## src/rtl/sdram_arbiter_pkg.sv

```systemverilog
// Shared arbiter encodings: FSM states, SDRAM op codes and idle bus values.
// Used by sdram_arbiter and its optional watchdog (SDRAM_ARB_TIMEOUT_EN).
package sdram_arbiter_pkg;

    typedef enum logic [2:0] {
        ST_INIT  = 3'd0,
        ST_ARBIT = 3'd1,
        ST_AREF  = 3'd2,
        ST_WRITE = 3'd3,
        ST_READ  = 3'd4
    } arb_state_e;

    // {cs_n, ras_n, cas_n, we_n}
    localparam logic [3:0] OP_NOP   = 4'b0111;
    localparam logic [3:0] OP_PRE   = 4'b0010;
    localparam logic [3:0] OP_AREF  = 4'b0001;
    localparam logic [3:0] OP_MREG  = 4'b0000;
    localparam logic [3:0] OP_ACT   = 4'b0011;
    localparam logic [3:0] OP_WRITE = 4'b0100;
    localparam logic [3:0] OP_READ  = 4'b0101;

    localparam logic [1:0]  BA_IDLE   = 2'b11;
    localparam logic [12:0] ADDR_IDLE = 13'h1fff;

    typedef struct packed {
        logic [3:0]  cmd;
        logic [1:0]  ba;
        logic [12:0] addr;
    } sdram_bus_t;

    localparam sdram_bus_t BUS_NOP = '{cmd: OP_NOP, ba: BA_IDLE, addr: ADDR_IDLE};

endpackage

```

## src/rtl/sdram_arb_watchdog.sv

```systemverilog
// Grant watchdog: counts cycles while a grant is open, flags expiry.
// Only instantiated when SDRAM_ARB_TIMEOUT_EN is defined.
module sdram_arb_watchdog #(
    parameter int TIMEOUT_CLKS = 1024
) (
    input  logic clk,
    input  logic rst_n,
    input  logic run_i,
    output logic expire_o
);

    logic [15:0] cnt_q, cnt_d;

    // Not running means ARBIT/INIT, which always precedes a grant,
    // so the count is already zero on grant entry.
    always_comb begin
        cnt_d = '0;
        if (run_i) cnt_d = cnt_q + 16'd1;
    end

    always_ff @(posedge clk or negedge rst_n) begin
        if (!rst_n) cnt_q <= '0;
        else        cnt_q <= cnt_d;
    end

    assign expire_o = run_i && (cnt_q == 16'(TIMEOUT_CLKS - 1));

endmodule

```

## src/rtl/sdram_arbiter.sv

```systemverilog
// SDRAM command-bus arbiter: init hold-off, then refresh > write > read.
// Optional grant watchdog enabled by `define SDRAM_ARB_TIMEOUT_EN.
module sdram_arbiter
    import sdram_arbiter_pkg::*;
#(
    parameter int DATA_W       = 8,
    parameter int TIMEOUT_CLKS = 1024
) (
    input  logic              clk,
    input  logic              rst_n,
    input  logic [3:0]        init_cmd,
    input  logic [1:0]        init_ba,
    input  logic [12:0]       init_addr,
    input  logic              init_end,
    input  logic              aref_req,
    output logic              aref_en,
    input  logic              aref_end,
    input  logic [3:0]        aref_cmd,
    input  logic [1:0]        aref_ba,
    input  logic [12:0]       aref_addr,
    input  logic              wr_req,
    output logic              wr_en,
    input  logic              wr_end,
    input  logic [3:0]        wr_cmd,
    input  logic [1:0]        wr_ba,
    input  logic [12:0]       wr_addr,
    input  logic [DATA_W-1:0] wr_sdram_data,
    input  logic              wr_sdram_en,
    input  logic              rd_req,
    output logic              rd_en,
    input  logic              rd_end,
    input  logic [3:0]        rd_cmd,
    input  logic [1:0]        rd_ba,
    input  logic [12:0]       rd_addr,
    output logic              sdram_cke,
    output logic              sdram_cs_n,
    output logic              sdram_ras_n,
    output logic              sdram_cas_n,
    output logic              sdram_we_n,
    output logic [1:0]        sdram_ba,
    output logic [12:0]       sdram_addr,
    output logic [DATA_W-1:0] sdram_dq_out,
    output logic              sdram_dq_oe,
    output logic              err_timeout
);

    arb_state_e state_q, state_d;
    logic       aref_en_q, aref_en_d;
    logic       wr_en_q, wr_en_d;
    logic       rd_en_q, rd_en_d;
    logic       busy, chan_end, expire;
    sdram_bus_t bus;

    assign busy = (state_q == ST_AREF) || (state_q == ST_WRITE) ||
                  (state_q == ST_READ);

`ifdef SDRAM_ARB_TIMEOUT_EN
    logic err_q;

    sdram_arb_watchdog #(
        .TIMEOUT_CLKS(TIMEOUT_CLKS)
    ) u_wdog (
        .clk     (clk),
        .rst_n   (rst_n),
        .run_i   (busy),
        .expire_o(expire)
    );

    always_ff @(posedge clk or negedge rst_n) begin
        if (!rst_n) err_q <= 1'b0;
        else        err_q <= expire && !chan_end;
    end

    assign err_timeout = err_q;
`else
    logic [15:0] unused_timeout;
    assign unused_timeout = 16'(TIMEOUT_CLKS);
    assign expire         = 1'b0;
    assign err_timeout    = 1'b0;
`endif

    always_comb begin
        chan_end = 1'b0;
        unique case (state_q)
            ST_AREF:  chan_end = aref_end;
            ST_WRITE: chan_end = wr_end;
            ST_READ:  chan_end = rd_end;
            default:  chan_end = 1'b0;
        endcase
    end

    // Grant pulses are registered with the state, so each lasts one cycle.
    always_comb begin
        state_d   = state_q;
        aref_en_d = 1'b0;
        wr_en_d   = 1'b0;
        rd_en_d   = 1'b0;
        unique case (state_q)
            ST_INIT: if (init_end) state_d = ST_ARBIT;
            ST_ARBIT: begin
                if (aref_req) begin
                    state_d   = ST_AREF;
                    aref_en_d = 1'b1;
                end else if (wr_req) begin
                    state_d = ST_WRITE;
                    wr_en_d = 1'b1;
                end else if (rd_req) begin
                    state_d = ST_READ;
                    rd_en_d = 1'b1;
                end
            end
            ST_AREF, ST_WRITE, ST_READ:
                if (chan_end || expire) state_d = ST_ARBIT;
            default: state_d = ST_INIT;
        endcase
    end

    always_ff @(posedge clk or negedge rst_n) begin
        if (!rst_n) begin
            state_q   <= ST_INIT;
            aref_en_q <= 1'b0;
            wr_en_q   <= 1'b0;
            rd_en_q   <= 1'b0;
        end else begin
            state_q   <= state_d;
            aref_en_q <= aref_en_d;
            wr_en_q   <= wr_en_d;
            rd_en_q   <= rd_en_d;
        end
    end

    always_comb begin
        bus = BUS_NOP;
        unique case (state_q)
            ST_INIT:  bus = '{cmd: init_cmd, ba: init_ba, addr: init_addr};
            ST_AREF:  bus = '{cmd: aref_cmd, ba: aref_ba, addr: aref_addr};
            ST_WRITE: bus = '{cmd: wr_cmd, ba: wr_ba, addr: wr_addr};
            ST_READ:  bus = '{cmd: rd_cmd, ba: rd_ba, addr: rd_addr};
            default:  bus = BUS_NOP;
        endcase
    end

    assign {sdram_cs_n, sdram_ras_n, sdram_cas_n, sdram_we_n} = bus.cmd;
    assign sdram_ba     = bus.ba;
    assign sdram_addr   = bus.addr;
    assign sdram_cke    = 1'b1;
    assign sdram_dq_oe  = (state_q == ST_WRITE) && wr_sdram_en;
    assign sdram_dq_out = (state_q == ST_WRITE) ? wr_sdram_data : '0;
    assign aref_en      = aref_en_q;
    assign wr_en        = wr_en_q;
    assign rd_en        = rd_en_q;

endmodule
```

## config.mk

```make
export PLATFORM = sky130hd
export DESIGN_NAME = sdram_arbiter
export DESIGN_NICKNAME = d
export VERILOG_FILES = /design/src/rtl/sdram_arbiter_pkg.sv /design/src/rtl/sdram_arb_watchdog.sv /design/src/rtl/sdram_arbiter.sv
export SDC_FILE = /design/constraint.sdc
export NUM_CORES = 1
export LEC_CHECK = 0
export CORE_UTILIZATION = 25
export CTS_CLUSTER_SIZE = 28
export DETAILED_ROUTE_END_ITERATION = 8
export HOLD_SLACK_MARGIN = 0.03
export PLACE_DENSITY = 0.84
export SYNTH_ARGS = -nofsm -noshare
export SYNTH_HDL_FRONTEND = slang
export SYNTH_SLANG_ARGS = --single-unit
```

## constraint.sdc

```tcl
create_clock -name clk -period 1.6 [get_ports clk]
set_input_delay 0.24 -clock clk [delete_from_list [all_inputs] [get_ports clk]]
set_output_delay 0.24 -clock clk [all_outputs]
set_load 0.005 [all_outputs]
```

* Word-level counts from Yosys, hierarchy flattened
Index checks and enable logic that the tools add are counted.
Storage, ports and cells: bits in registers 6, word-level logic and storage cells 33
Operators by class: equality and inequality tests 7, muxes and demuxes 18, reductions and logical operators 4
Operators by type and width (count):
- $pmux W19 S4 | 1
- $mux W3 | 5
- $mux W1 | 9
- $pmux W3 S3 | 1
- $mux W8 | 1
- $eq A3 B2 Y1 const B | 2
- $ne A2 B2 Y1 const B | 2
- $ne A4 B4 Y1 const B | 1
- $eq A3 B1 Y1 const B | 1
- $eq A3 B3 Y1 const B | 1
- $logic_not A3 Y1 | 1
- $pmux W1 S3 | 1
- $reduce_and A3 Y1 | 1
- $reduce_or A3 Y1 | 1
- $logic_and A1 B1 Y1 | 1

* Longest topological paths before layout
Gate-level depths: netlist of the first run.
depth after elaboration 4, depth in mapped cells 5

* Least setup slack after synthesis of the first run
No wires, ideal clock.
kind flip-flop to output port, from register state_q[0], to output port sdram_addr[10], arrival time 1.245 ns, path slack 0.115 ns, stages on the path, launching flop included 5, cells stage by stage dfrtp_1 -> buf_6 -> or3b_4 -> buf_6 -> o221a_1
Between the ends: longest elaborated chain between the ends 2, elaborated cells between the ends (all ways) 5
RTL lines:
- from (decl) | line sdram_arbiter.sv:47 | arb_state_e state_q, state_d;
- from (signal assigned) | line sdram_arbiter.sv:125 | state_q <= state_d;
- $eq A3 B3 Y1, or another cell as far along | line sdram_arbiter.sv:134 | unique case (state_q)
- $pmux W19 S4 (*) | line sdram_arbiter.sv:134
- to (decl) | line sdram_arbiter.sv:41 | output logic [12:0] sdram_addr,
Mark *: on every way between the ends. The rest lies on a longest branch, timed or not.

* Worst setup path in the final report of the first run
from register state_q[2], to output port sdram_addr[11]
Same word-level chain as after synthesis.

==> results, run 1 <==
- The flow ran to the end, but the final reports show violations.
- The checks that failed: setup timing.
- The total number of vias is 1550.
- The number of design-rule violations left by the first detailed-router iteration is 64.
- Across all setup checks in the final design, the least slack found is -269 ps.
- Clock skew on the completed layout was measured at 0.844 ps.
- The pin count of the biggest net entering global routing is 12.
- The static power due to leakage is 1.09 nW.
- The first global-routing pass estimated 7220 microns of wire.
- Synthesis handed over a netlist of 122 instances.
- The die is 63.6 microns tall.
- Setup repair after global routing could not meet its margin everywhere.
- The sequential area share after synthesis is ~16%.
- The clock period minus final worst setup slack is approximately 1900 ps.
- In this run, synthesis inferred 0 flip-flops with an integrated enable.
- Timing would allow up to 0.535 GHz.
- In this run the standard cell core region covers 3470 sq um.
- The final RePlAce weighted congestion is slightly below 0.8.
- The number of distinct library cells after synthesis is 28.
- The number of register bits inferred by synthesis is 6.
- Once the floorplan was initialized, standard cells occupied a little over a quarter of the core.
- The clock insertion delay at the later pin of the skew report is 220 ps.
- Detailed placement ended at an HPWL of 3350 microns.
- The initial antenna violation count is 0.
- The most frequently used flop master after synthesis is dfrtp_1.
- Global routing finished with a remaining overflow of 0.
- From left edge to right edge, the die measures 63.6 microns.
- The final instance count without filler cells is 318.
- The instance count after placement with tap cells included is 293.
- IR analysis of the VDD net gives a maximum drop of 0.599 mV.
- The signal on the critical path passes through or3b_4 -> buf_6 -> o221a_1 -> buf_2.
- The cell type group with the largest total delay on the critical path is simple AND/OR/NAND/NOR gates.
- Setup violations remaining at the end of the flow were counted as 25.
- The number of buffers on the longest clock path is 2.
- The slowest stage of the critical path is the or3b_4 cell.
- CTS placed an instance of clkbuf_8 at the clock tree root.
- The via count of the first global-routing pass is between 1.5k and 2k.
- For this run, the share of the core covered by cells in the final layout is 72.6%.
- Buffers inserted during clock tree synthesis total 3.
- The first TritonRoute pass finished after 4 iterations.
- The maximum net fanout on the critical path is 6.
- Global routing used roughly 22% of the available tracks across all layers.
- The net count after synthesis is 216.
- The routed design has 4670 microns of wire.
- The final layout net count is 368.
- The element type at the critical path start is a flip-flop.
- From synthesis to final layout, the design area changed by 166%.
- Clock-pin slew was measured on the worst setup and hold paths at 40 ps.
- The total power of the final layout is 2.92 mW.
- The type of the worst setup path is flip-flop to primary output.
- Max-cap violations in this run came to 0.
- In this design, the stage delay of the slowest critical-path cell is 460 ps.
- The clock drives 6 sinks.
- The mean post-synth cell area is 7.76 sq um.
- The area enclosed by the die boundary is 4040 sq um.
- The number of pins exceeding their max-slew limit in the final report is 0.
- TritonCTS built the clock tree.
- The diode insertion count for antenna repair is 0.
- The tightest min-delay check is of the primary input to async pin type.
- The hold-fix buffer count after cts is 0.
- The number of top-level pins is between 100 and 150.
- After detailed routing, the number of remaining DRC violations is 0.
- In this run the power density over the cells is ~1200 nW/um^2.
- The share of flip-flops with an asynchronous set or reset after synthesis is 100%.
- Row generation in the floorplan step produced 21 rows.
- The share of the clock period used by the worst path after layout is 117%.
- The mapped netlist covers 947 sq um.
- Of the cells placed in the final design, the portion with a size suffix greater than 1 is 36.0%.
- The total of buffers placed on input and output ports is roughly 120.
- In this run the number of H-tree levels came out at 1.
- The number of routed nets with antenna violations is 0.
- Yosys printed 0 warnings.
- The detailed-route vias per instance is around 4.9.
- The buffer and inverter count on the worst path is 2.
- The worst setup path is captured at a primary output.
- For the worst setup path, the data arrival time is 1630 ps.
- The count of final hold-check violations is 0.
- Data on the critical path is required at its endpoint by 1360 ps.
- The detailed-route wire length per cell is about 15 microns.
[metal layers]
layer | vias up | wire length, microns | track usage, %
met3 | 6 | 249 | 3.99
li1 | 758 | - | -
met4 | 0 | 49 | 7.10
met5 | - | 0 | 0
met1 | 720 | 1810 | 24.2
met2 | 66 | 2550 | 43.0
[path summary, 6_finish.rpt]
check | endpoint | startpoint | slack [ps] | cells after the start
max | sdram_addr[11] | state_q[2] | -270 | 4
min | wr_en | rst_n | 270 | 1
max reg2reg | state_q[0] | state_q[2] | 150 | 7
min reg2reg | state_q[2] | state_q[1] | 670 | 2
max in group asynchronous | state_q[0] | rst_n | 1090 | 1
min in group clk | wr_en | wr_req | 660 | 2
[where the power goes]
part / switching [mW] / total, mW / internal (mW)
logic: 0.985 / 2.44 / 1.45
clock network: 0.0657 / 0.227 / 0.162
registers: 0.0611 / 0.262 / 0.201
[cells in the final DEF (no fill, tap or decap), drive strengths merged]
cell type and n:
a21oi 2, a32oi 2, and3 9, buf 57, clkbuf 8, clkdlybuf4s50 96, conb 2, dfrtp 6
dlygate4sd2 1, inv 3, mux2 11, mux2i 9, nand2 12, nand2b 3, nor2 11, nor2b 1
nor3 10, nor4 1, nor4b 1, o211ai 1, o21ai 1, o221a 9, o22ai 9, o311ai 1
or2 1, or3 1, or3b 4
[cells in the mapped netlist, drive strengths merged, types with 3 or more instances]
cell	number	share of area [%]
and3	9	5.9
buf	8	7.4
clkbuf	6	2.4
dfrtp	6	16
inv	3	1.2
mux2	11	13
mux2i	9	9.5
nand2	12	4.8
nand2b	3	2.0
nor2	11	4.4
nor3	10	5.3
o221a	9	11
o22ai	9	5.9
[worst register-to-register path: stages (launching register included)]
cell and delay (ps):
dfrtp_2 450, buf_8 150, buf_4 110, nor2_1 40, buf_4 160, buf_4 140
a32oi_1 150, o211ai_1 110
[cell families after synthesis]
kind of cell    share of synthesized area, %
compound gates                          21.8
simple gates                            28.0
flops                                   15.9
mux                                     22.6
other cells                            0.793
buf+inv                                 11.0
[stage by stage]
step	cell area [sq um]	hold slack [ps]	setup TNS, ps	worst slack, ps
3_5_place_dp	2290	502	-5900	-307
4_1_cts	2470	268	-4160	-266
6_report	2520	266	-5070	-269
2_1_floorplan	947	-55.6	0	115
5_1_grt	2520	287	-6240	-318
3_3_place_gp	2290	496	-5160	-265
[flip-flops by register name, indices dropped and copies added, names as in the netlist]
signal and flops:
aref_en 1, rd_en 1, state_q 3, wr_en 1
[area by class of cell]
type	instances	area [sq um]
Clock buffer	3	41.3
Tap cell	46	57.6
Fill cell	290	951
Multi-Input combinational cell	101	798
Inverter	3	11.3
Sequential cell	6	154
Timing Repair Buffer	159	1460
[what timing repair did]
item | 4_1_cts | 5_1_grt
cloned | 2 | 0
setup buffers | 13 | 7
pin swaps | 8 | 2
endpoints found under the setup margin | 28 | 27
resized for setup | 132 | 10
(Power assumes the default switching activity.)
==> run 2: changes to the inputs <==
SETUP_SLACK_MARGIN = 0.05   (was not set)
==> run 2 against run 1 <==
The flow still finishes with violations (setup timing). Largest power group unchanged. Routed wire length is 1.2% higher. Clock skew is 0.87 ps higher. Register-to-register slack worse by 20 ps. Critical path depth stayed put. Total power is 2.2% higher. Setup slack better by 6.2 ps. Via count is 0.45% higher. Combinational power is 2% higher. Sequential power hardly changed. Maximum frequency is 0.33% higher. Critical path type unchanged. Clock power hardly changed. First-iteration DRC count is 7.8% lower.
==> results, run 2 (synthesis gave the netlist of run 1 again) <==
- At the worst endpoint, the arrival time is 1620 ps.
- In the final layout, the share of cells above drive strength 1 is 35.6%.
- The number of H-tree levels is 1.
- The detailed-route vias per instance is 4.97.
- The diode insertion count for antenna repair is 0.
- The area growth from synthesis to layout is 165%.
- The detailed-route wire length per cell is roughly 15 microns.
- The overall track demand over capacity in global routing is about 23%.
- The library cells used most frequently in the layout, excluding fill and tap cells, are 96 x clkdlybuf4s50_1, 21 x buf_2, 18 x buf_6.
- The first global-routing pass estimated 7320 microns of wire.
- Internal power comes to 1.83 mW.
- The static power due to leakage is 1.06 nW.
- The number of placed instances, taps included, is 293.
- The power density over the cells is ~1200 nW/um^2.
- The cell type group with the largest total delay on the critical path is simple AND/OR/NAND/NOR gates.
- The initial antenna violation count is 0.
- Walking the worst path, the cells encountered are or3b_4 -> buf_6 -> o221a_1 -> buf_2.
- Sequential cells account for 8.8% of the total power.
- The via count of the first global-routing pass is 1646.
- Measured in cells, the most critical reg-to-reg path has a length of 5.
- The register with the most flip-flops in the layout has 3 of them.
- The flow ran to the end, but the final reports show violations.
- In this run, CTS created clock tree buffers numbering 3.
- The origin of the critical flop-to-flop path is state_q[1].
- The finished layout cell area is ~2500 sq um.
- The total of buffers placed on input and output ports is 124.
- The post-route setup TNS is -4680 ps.
- The final core utilization is between 70% and 80%.
- IR analysis of the VDD net gives a maximum drop of about 0.54 mV.
- The routed design could run at a clock period as short as 1860 ps.
- The placed wire-length estimate is ~3300 microns.
- The detailed router placed 1557 vias in this run.
- The die covers between 4000 and 5000 sq um.
- The count of final hold-check violations is 0.
- By startpoint and endpoint, the worst setup path is classified as flip-flop to primary output.
- In the routed design, unresolved DRC markers number 0.
- The worst hold path belongs to the class primary input to async pin.
- The clock arrives with 1.72 ps of skew.
- The relative contribution of combinational cells to total power is 83.5%.
- The first-pass detailed-route iteration total is 4.
- In this run the remaining antenna-violating nets after routing total 0.
- The element type at the critical path end is a primary output.
- Summed over all layers, the global routing overflow is 0.
- The register ranked first by flip-flop count is state_q.
- The number of top-level pins is 127.
- The number of pins exceeding their max-slew limit in the final report is 0.
- At the end of routability-driven placement, the weighted congestion stood at 0.787.
- The number of design-rule violations left by the first detailed-router iteration is 59.
- The height of the die is 63.6 microns.
- At the end of the flow, the number of nets in the layout was 363.
- Max-cap violations in this run came to 0.
- Static timing analysis puts the maximum clock frequency at 0.537 GHz.
- The delay contributed by the slowest stage of the critical path is 460 ps.
- Setup violations remaining at the end of the flow were counted as 25.
- The worst register-to-register path has a setup slack of between 100 and 150 ps.
- The total cell area at the placement stage is 2290 sq um.
- The overall die width is 63.6 microns.
- At the worst endpoint, the required time is 1360 ps.
- The TritonCTS clock tree is yes.
- The final instance count without filler cells is 313.
- After clock tree synthesis, the clock-pin slew on the worst setup and hold paths is 40 ps.
- The number of cell rows is 21.
- The pin count of the biggest net entering global routing is 12.
- The clock net in this run drives a total of 6 sinks.
- The library cell used most frequently in the layout, excluding fill and tap cells, is clkdlybuf4s50_1.
- The switching power summed over all nets is 1.16 mW.
- The area of the placeable core is 3470 sq um.
- The clock network burns 7.7% of the power.
- The initial utilization of the core area, before any placement, comes to 27.3%.
- Dividing the final minimum period by the clock period gives 116%.
- The buffer and inverter count on the worst path is 2.
- Clock latency on the worst-skew pair, taken at its later pin, is 220 ps.
- The final reports fail on setup timing.
- The slowest stage of the critical path is the or3b_4 cell.
- Setup repair after global routing could not meet its margin everywhere.
- The worst register-to-register path ends at state_q[0].
- The worst setup path is launched from a flip-flop.
- The number of buffers on the longest clock path is 2.
- The filler cells instantiated in the layout total approximately 290.
- The library cell used as clock root buffer is clkbuf_8.
- Of the total power, the share spent switching nets is approximately 39%.
- The final layout contains routed wiring with a total length of 4720 microns.
- The design draws around 3 mW.
- Along the worst path, the maximum fanout reaches 5.
- The worst-case setup margin in the final layout is -263 ps.
- After clock tree synthesis, the flow added hold-fix buffers numbering 0.
==> run 2: cell types whose count changed in the layout (fill, tap and decap cells not counted), sizes merged <==
| cell | before | now |
|---|---|---|
| buf | 57 | 53 |
| clkbuf | 8 | 7 |
==> run 2: layer usage <==
metal  vias up  global-route usage, %  wire length, microns
met5         -                      0                     0
met2        80                   44.1                  2530
met3         8                   4.17                   280
met1       723                   24.2                  1840
met4         0                   6.25                    73
li1        746                      -                     -
==> run 2: how the worst max path moves through the flow <==
stage                     end  slack [ps]       start  depth (start not counted)
2_1_floorplan  sdram_addr[10]         110  state_q[0]                          4
3_3_place_gp    sdram_addr[1]        -270  state_q[0]                          3
3_5_place_dp   sdram_addr[11]        -310  state_q[0]                          3
4_1_cts         sdram_addr[2]        -270  state_q[0]                          4
5_1_grt         sdram_addr[2]        -310  state_q[2]                          4
6_report       sdram_addr[11]        -260  state_q[1]                          4
==> run 2: power by group through the flow <==
stage	logic (mW)	registers (mW)	clock network (mW)
floorplan	1.10	0.223	0
global placement	2.36	0.224	0
detailed placement	2.37	0.229	0
CTS	2.39	0.265	0.231
global route	2.67	0.266	0.244
finish	2.50	0.263	0.230
==> run 2: final cells by class <==
cell class	count	area, sq um	share of cell area [%]
flip-flops and latches	6	154	6.12
well taps	46	57.6	2.29
clock buffers	3	41.3	1.64
inverters	3	11.3	0.448
repair buffers	154	1430	56.9
multi-input cells	101	820	32.6
==> run 2: per-stage QoR <==
| step | hold slack (ps) | setup WS, ps |
|---|---|---|
| after floorplan | -55.6 | 115 |
| after global placement | 496 | -265 |
| after detailed placement | 502 | -307 |
| after CTS | 268 | -266 |
| after global routing | 287 | -312 |
| final | 267 | -263 |
==> run 2: repair_timing <==
action / in CTS / in global routing
resized for setup: 139 / 15
setup endpoints to repair: 28 / 27
gates cloned: 2 / 0
pin swaps: 9 / 7
buffers inserted: 13 / 4
==> run 3: changes to the inputs <==
SKIP_LAST_GASP = 1   (was not set)
==> run 3 against run 2 <==
The flow still finishes with violations (setup timing). Clock power about the same. Largest power group unchanged. Setup slack worse by 8.5 ps. Highest routed layer unchanged. Global-route usage down 0.067 points. Worst hold slack worse by 2.9 ps.
==> results, run 3 (synthesis gave the netlist of run 1 again) <==
- The run finished, with violations left.
- The final reports fail on setup timing.
- In this run the power spent charging and discharging nets is 1.19 mW.
- The relative contribution of the clock network to total power is approximately 7.4%.
- The net count of the finished layout is 363.
- The final global-route overflow total is 0.
- The internal power of the cells totals 1.91 mW.
- The library cell used as clock root buffer is clkbuf_8.
- Dividing the detail-routed wire length by the instance count gives 15.5 microns.
- The minimum hold slack is 264 ps.
- The layout-stage area growth over the synthesis result is 171%.
- The total number of vias is about 1.6k.
- The overall track demand over capacity in global routing is a little under a quarter.
- From bottom edge to top edge, the die measures approximately 64 microns.
- Counting I/O delays and the setup requirement, the final critical path takes approximately 1900 ps.
- The worst-case clock skew is 3.33 ps.
- The endpoint of the worst-slack reg-to-reg timing path is state_q[0].
- The overall die width is about 64 microns.
- The area enclosed by the die boundary is roughly 4000 sq um.
- On the critical path, the stage with the largest delay is an instance of or3b_4.
- The clock insertion delay at the later pin of the skew report is approximately 220 ps.
- For this run, design rule violations remaining after detail routing come to 0.
- Using the TritonRoute via totals, the vias-per-cell ratio works out to 4.98.
- In the final layout, the share of cells above drive strength 1 is 36.3%.
- The switching power share of the total is 38.4%.
- The post-route setup TNS is -4780 ps.
- The origin of the critical flop-to-flop path is state_q[0].
- In this run the number of H-tree levels came out at 1.
- Entering global routing, the biggest net connects 12 pins.
- Once routing completed, OpenROAD measured the worst setup slack at -272 ps.
- In this run the static leakage power is 1.06 nW.
- The start point of the critical path is state_q[0].
- The total of buffers placed on input and output ports is 124.
- The number of design-rule violations left by the first detailed-router iteration is 66.
- The CTS sink count is 6.
- The worst setup path is captured at a primary output.
- The first global-routing pass estimated 7270 microns of wire.
- The maximum net fanout on the critical path is 6.
- The diode insertion count for antenna repair is 0.
- Walking the worst path, the cells encountered are or3b_4 -> buf_6 -> o221a_1 -> buf_2.
- The CTS buffer count is 3.
- The via count of the first global-routing pass is 1626.
- The data arrival time of the critical path is 1630 ps.
- In this run the power density over the cells is 1200 nW/um^2.
- The first TritonRoute pass finished after 4 iterations.
- Setup repair after global routing could not meet its margin everywhere.
- The flip-flop count of the largest register after layout is 3.
- No sink is reached through more buffers than the 2 on the longest clock path.
- The cell type group with the largest total delay on the critical path is simple AND/OR/NAND/NOR gates.
- The region available for standard cell placement spans 3470 sq um.
- The register ranked first by flip-flop count is state_q.
- The type of the worst setup path is flip-flop to primary output.
- The initialized floorplan defines 21 standard-cell rows.
- The worst slack after detailed placement is -307 ps.
- Clock-pin slew was measured on the worst setup and hold paths at roughly 40 ps.
- The highest ir drop seen on vdd is around 0.52 mV.
- The critical path depth is 4.
- STA puts the critical path data required time at ~1400 ps.
- The relative contribution of combinational cells to total power is between 80% and 90%.
- The fraction of power consumed by sequential logic is 8.6%.
- TritonCTS built the clock tree.
- The final count of negative-setup-slack endpoints is 25.
- Timing would allow up to around 0.53 GHz.
- The worst path uses 117% of the clock period.
- The class of the tightest hold or removal check is primary input to async pin.
- The count of final hold-check violations is 0.
- The initial antenna violation count came to 0.
- For this design the top-level I/O count stands at 127.
- The total length of routed wires is 4860 microns.
- The number of pins exceeding their max-slew limit in the final report is 0.
- The worst setup path endpoint is sdram_addr[2].
- The count of nets left with antenna violations once routing finished came out at 0.
- Cells fill 74.1% of the core in the end.
- The congestion estimate from routability-driven global placement came to 0.787.
- The starting utilization of the core area is 27.3%.
- The most frequent standard cell in the layout excluding fill and tap cells is clkdlybuf4s50_1.
- In the layout the commonest cells are 96 x clkdlybuf4s50_1, 26 x buf_6, 18 x buf_2.
- The placed wire-length estimate is 3350 microns.
- Counting both buffers and inverters, the worst setup path holds a total of 2.
- The register-to-register setup slack is 80 ps.
- Counting cells, the worst reg-to-reg path comes to 7.
- For this run, the slowest stage of the critical path takes 470 ps.
- The element type at the critical path start is a flip-flop.
- The max capacitance violation total is 0.
==> run 3: changes by cell type in the layout (fill, tap and decap cells not counted), moves of 3 or more <==
cell	previous run	this run
and3_4	3	8
and3_1	6	1
buf_2	21	18
clkbuf_2	4	0
buf_6	18	26
==> run 3: power by group through the flow <==
stage	Sequential (mW)	Clock, mW	Combinational [mW]
after detailed placement	0.229	0	2.37
after global routing	0.266	0.241	2.78
after floorplan	0.223	0	1.10
after global placement	0.224	0	2.36
final	0.266	0.228	2.60
after CTS	0.265	0.231	2.34
==> run 3: final cells by class <==
cell class,instances,area [sq um]
timing repair buffer,154,1470
tap,46,57.6
fill,264,897
multi-input combinational,101,836
sequential,6,154
inverter,3,11.3
clock buffer,3,41.3
==> run 3: routing by layer <==
metal	track usage (%)	wire, microns	vias to the layer above
met5	0	0	-
met4	7.39	86	0
met3	3.99	297	12
met1	24.2	1870	714
met2	43.5	2610	85
li1	-	-	749
==> run 3: worst reg2reg max path, stage by stage, from the launching register on <==
cell and delay (ps):
dfrtp_2 450, buf_6 140, nor2b_4 120, buf_6 130, buf_6 120, buf_4 120
a32oi_1 190, o211ai_1 120
==> run 3: through the flow <==
stage | instance area, sq um | power [mW] | instances
6_report | 2570 | 3.10 | 313
5_1_grt | 2570 | 3.29 | 313
4_1_cts | 2460 | 2.83 | 311
3_5_place_dp | 2290 | 2.60 | 293
3_3_place_gp | 2290 | 2.58 | 293
2_1_floorplan | 947 | 1.32 | 122
==> run 3: how the worst min path moves through the flow <==
stage,end,slack (ps)
2_1_floorplan,aref_en,-60
3_3_place_gp,wr_en,500
3_5_place_dp,wr_en,500
4_1_cts,wr_en,270
5_1_grt,wr_en,280
6_report,wr_en,260
==> run 3: what timing repair did <==
action,in CTS,in global routing
gates resized for setup,128,34
hold buffers,0,0
setup buffers,13,4
endpoints found under the setup margin,28,27
pin swaps,8,9
cloned,2,0
